===== src/rtl/tt_um_array_divider_hhrb98.sv =====
// Sequential 8-bit / 4-bit unsigned restoring divider, one quotient bit per clock.
// Packs {remainder, quotient} into uo_out and flags divide-by-zero / quotient overflow.
`timescale 1ns/1ps
module tt_um_array_divider_hhrb98 (
  input  logic       clk,
  input  logic       rst_n,
  input  logic       ena,
  input  logic [7:0] ui_in,
  input  logic [7:0] uio_in,
  output logic [7:0] uo_out,
  output logic [7:0] uio_out,
  output logic [7:0] uio_oe
);

  typedef enum logic [1:0] {S_IDLE, S_RUN, S_DONE} state_t;

  state_t      state, state_nxt;
  logic        start_q;
  logic [1:0]  cnt, cnt_nxt;
  logic [3:0]  d_reg, d_nxt;
  logic [4:0]  p, p_nxt;
  logic [3:0]  qr, qr_nxt;
  logic [7:0]  res, res_nxt;
  logic        busy, busy_nxt;
  logic        done, done_nxt;
  logic        err, err_nxt;

  logic        launch;
  logic [4:0]  s, t;
  logic        ge;
  logic [4:0]  step_p;
  logic [3:0]  step_q;
  logic        unused_bits;

  // P < D always holds, so P[4] is structurally zero and never feeds the shift.
  assign unused_bits = &{uio_in[7:5], p[4]};

  assign launch = ena & uio_in[4] & ~start_q & (state != S_RUN);
  assign s      = {p[3:0], qr[3]};
  assign t      = s - {1'b0, d_reg};
  assign ge     = (s >= {1'b0, d_reg});
  assign step_p = ge ? t : s;
  assign step_q = {qr[2:0], ge};

  always_comb begin
    state_nxt = state;
    cnt_nxt   = cnt;
    d_nxt     = d_reg;
    p_nxt     = p;
    qr_nxt    = qr;
    res_nxt   = res;
    busy_nxt  = busy;
    done_nxt  = done;
    err_nxt   = err;
    case (state)
      S_IDLE, S_DONE: begin
        if (launch) begin
          if ((uio_in[3:0] == 4'd0) || (ui_in[7:4] >= uio_in[3:0])) begin
            state_nxt = S_DONE;
            res_nxt   = '1;
            err_nxt   = 1'b1;
            done_nxt  = 1'b1;
            busy_nxt  = 1'b0;
          end else begin
            state_nxt = S_RUN;
            d_nxt     = uio_in[3:0];
            p_nxt     = {1'b0, ui_in[7:4]};
            qr_nxt    = ui_in[3:0];
            cnt_nxt   = '0;
            err_nxt   = 1'b0;
            done_nxt  = 1'b0;
            busy_nxt  = 1'b1;
          end
        end
      end
      S_RUN: begin
        p_nxt   = step_p;
        qr_nxt  = step_q;
        cnt_nxt = cnt + 2'd1;
        if (cnt == 2'd3) begin
          state_nxt = S_DONE;
          res_nxt   = {step_p[3:0], step_q};
          done_nxt  = 1'b1;
          busy_nxt  = 1'b0;
        end
      end
      default: state_nxt = S_IDLE;
    endcase
  end

  always_ff @(posedge clk or negedge rst_n) begin
    if (!rst_n) begin
      state   <= S_IDLE;
      start_q <= 1'b0;
      cnt     <= '0;
      d_reg   <= '0;
      p       <= '0;
      qr      <= '0;
      res     <= '0;
      busy    <= 1'b0;
      done    <= 1'b0;
      err     <= 1'b0;
    end else begin
      state   <= state_nxt;
      start_q <= uio_in[4];
      cnt     <= cnt_nxt;
      d_reg   <= d_nxt;
      p       <= p_nxt;
      qr      <= qr_nxt;
      res     <= res_nxt;
      busy    <= busy_nxt;
      done    <= done_nxt;
      err     <= err_nxt;
    end
  end

  assign uo_out  = res;
  assign uio_out = {err, done, busy, 5'b0_0000};
  assign uio_oe  = 8'b1110_0000;

endmodule


===== config.mk =====
export PLATFORM = sky130hd
export DESIGN_NAME = tt_um_array_divider_hhrb98
export DESIGN_NICKNAME = d
export VERILOG_FILES = /design/src/rtl/tt_um_array_divider_hhrb98.sv
export SDC_FILE = /design/constraint.sdc
export NUM_CORES = 1
export LEC_CHECK = 0
export CAP_MARGIN = 20
export CORE_MARGIN = 1
export CORE_UTILIZATION = 30
export CTS_CLUSTER_SIZE = 30
export DETAILED_ROUTE_END_ITERATION = 12
export PLACE_DENSITY_LB_ADDON = 0.12
export SLEW_MARGIN = 0
export SYNTH_ARGS = -nofsm -noshare
export SYNTH_HDL_FRONTEND = slang
export SYNTH_SLANG_ARGS = --single-unit

===== constraint.sdc =====
create_clock -name clk -period 2.5 [get_ports clk]
set_input_delay 0.5 -clock clk [delete_from_list [all_inputs] [get_ports clk]]
set_output_delay 0.5 -clock clk [all_outputs]
set_load 0.05 [all_outputs]

==> results.toml <==
[synthesis]
netlist_area_um2 = 1600
synth_edf_count = 0
yosys-top-cells-count = "dfrtp_1 (28), nand2_1 (18), buf_4 (17), o21ai_0 (12), inv_1 (10)"
synth_seq_area_share = 0.439
synth_ff_type = "dfrtp_1"
netlist_instances = 159
synth_top_area_share = 0.439
synth_most_common_cell = "dfrtp_1"
yosysWarnings = 0
synth.area.top_cells = "dfrtp_1 (44%), buf_4 (8.0%), ha_1 (7.1%), nand2_1 (4.2%), o21ai_0 (3.8%)"
avgSynthCellArea_um2 = 10.0
async_flop_share = 1.00
yosys_register_bits = 28
yosysUniqueCellTypes = 40
synth_top_cell_by_area = "dfrtp_1"

[critical_path]
crit_arrival_ns = 2.50
crit_type = "input port to flip-flop"
cp_max_fo = 8
rr_worst_depth = 7
startpoint_type = "input port"
end_kind = "flip-flop"
reg2reg_to = "p[2]"
r2r_slack_ns = 0.52
cp.required_ns = 2.67
rr_startpoint = "qr[3]"

[clock_network]
clock_path_buffers = 2
cts_tree = "done"
cts_hold_buf = 0
cts_buffers = 3
cts_sinks = 28
postCtsSetupBuffers = 0
root_buffer = "clkbuf_8"
clk_latency_ns = 0.27
cts_max_level = 1
ctsResizeCount = 0
path_clk_slew_ns = 0.10

[flow_run]
cap_viol_max_count = 0

[cells_and_area]
drive_gt1_frac = 0.128
fillCellCount = 524
stdcell_area_um2 = 1980
stdcell_count = 258
fin_util = 0.389
multiInputGateArea_um2 = 747
regArea_um2 = 701
syn_to_final_growth_pct = 24.3
largest_reg_flops = 8
diodes = 0
fin_nets = 218

[floorplanning]
die_h_um = 75.0
start_util = 0.313
fp.coreArea_um2 = 5110
dieArea_um2 = 5620
rows = 26
ios = 43
die_x_um = 75.0

[pwr]
vdd_drop_max_v = 0.000493
finalPower_w = 0.00256
combinationalPowerShare = 0.557
p_per_area_nw_per_um2 = 1290
power.internal_w = 0.00145
p_seq_frac = 0.303
power_switching_w = 0.00111
p_leak_nw = 0.887
netSwitchingFraction = 0.435
clkPwrFrac = 0.140

[sta]
setup-tns-final_ns = 0
rsz0062_at_grt = "no"
hold_violations = 0
worstMarginPinSlew_ns = 0.518
slew_violations = 0
min_period_ns = 2.33
finalSetupViolCount = 0
finalCritPeriodShare = 0.933
clock_skew_ns = 0.00230
max_freq_mhz = 429
maxSlewHeadroom = 0.654

[global_route]
use_met2 = 0.200
grt_overflow = 0
grt_use_total = 0.137
grt_pass1_wl_um = 5670
met3_usage = 0.0254
grt_max_degree = 29
grt_busiest_layer = "met1"
grt_pass1_vias = 1143
grt_util_met1 = 0.207
antenna_found_initial = 0

[hold_path]
hold_depth = 1
hold_start = "uo_out[3]"
whs_endpoint = "uo_out[3]"
worstHoldPathType = "flip-flop to flip-flop"

[routing]
viasPerCell = 4.55
wirelength_um = 3430
vias = 1175
detail_route.drc_violations = 0
detail-route-antenna-nets = 0
drtIter0Drc = 50
first_pass_iters = 4
wl_per_cell_um = 13.3

[placement]
routabilityCongestion = 0.775
place_area_um2 = 1910
place_inst = 254
numPortBuffers = 26
hpwl_um = 2580

[status]
status = "complete, no violations"
[layout make-up]
| type | instances | area share |
|---|---|---|
| inverter | 10 | 0.0189 |
| multi-input combinational | 111 | 0.376 |
| tap | 70 | 0.0441 |
| timing repair buffer | 35 | 0.172 |
| clock inverter | 1 | 0.0151 |
| sequential | 28 | 0.353 |
| clock buffer | 3 | 0.0208 |
[per-stage QoR]
step                hold slack (ns)  worst slack [ns]
global placement              0.467            -0.111
floorplan                     0.204             0.518
finish                        0.500             0.168
global route                  0.529            0.0510
detailed placement            0.476            -0.133
CTS                           0.509             0.168
[per-layer routing]
layer  part of all wire  up-vias
li1                   -      579
met1               0.52      562
met2               0.43       32
met4             0.0032        0
met3              0.046        2
met5                  0        -
[placed cells by master (no fill, tap or decap), drive strengths merged, types with 2 or more instances in the layout]
cell and n:
nor2b 2, dfrtp 28, o21ai 14, nand2b 3, nand3 9, o21a 2
conb 13, inv 10, and3 2, nor3 2, o22a 5, mux2i 3
a221o 2, buf 9, a2bb2oi 3, clkdlybuf4s50 26, clkbuf 3, o211ai 4
nor2 7, nand2 19, ha 9
[power groups by stage]
stage | Combinational, W | Sequential (W) | Clock [W]
6_report | 0.00142 | 0.000776 | 0.000357
5_1_grt | 0.00155 | 0.000802 | 0.000387
4_1_cts | 0.00143 | 0.000779 | 0.000369
3_5_place_dp | 0.00143 | 0.000784 | 0
3_3_place_gp | 0.00139 | 0.000779 | 0
2_1_floorplan | 0.000937 | 0.000923 | 0
[how the worst max path moves through the flow]
stage,start,endpoint,slack [ns],cells past startpoint
after detailed placement,ui_in[4],uo_out[6],-0.13,8
after CTS,ui_in[4],uo_out[6],0.17,8
after global routing,ui_in[4],uo_out[6],0.05,8
after global placement,ui_in[4],uo_out[6],-0.11,8
final,ui_in[4],uo_out[6],0.17,8
after floorplan,ui_in[4],p[2],0.52,8
[logic make-up (layout without fill, tap and decap cells)]
kind of cell / Yosys count / in the layout / synth area share
flip-flops: 28 / 28 / 0.439
buffers and inverters: 31 / 49 / 0.119
adder cells (fa/ha/maj): 10 / 10 / 0.0831
other: 2 / 13 / 0.00470
AND/OR/NAND/NOR: 48 / 48 / 0.147
AO/OA/AOI/OAI: 35 / 35 / 0.174
XOR/XNOR: 1 / 1 / 0.00549
multiplexers: 4 / 4 / 0.0282
[worst max-delay path: stages]
cell and delay (ns):
clkdlybuf4s50_1 0.51, inv_1 0.06, ha_1 0.29, nand2b_4 0.14, a211oi_2 0.30, o21ai_0 0.18
o21a_2 0.30, o22a_2 0.21
Note: power is estimated with default switching activity, not from simulation.
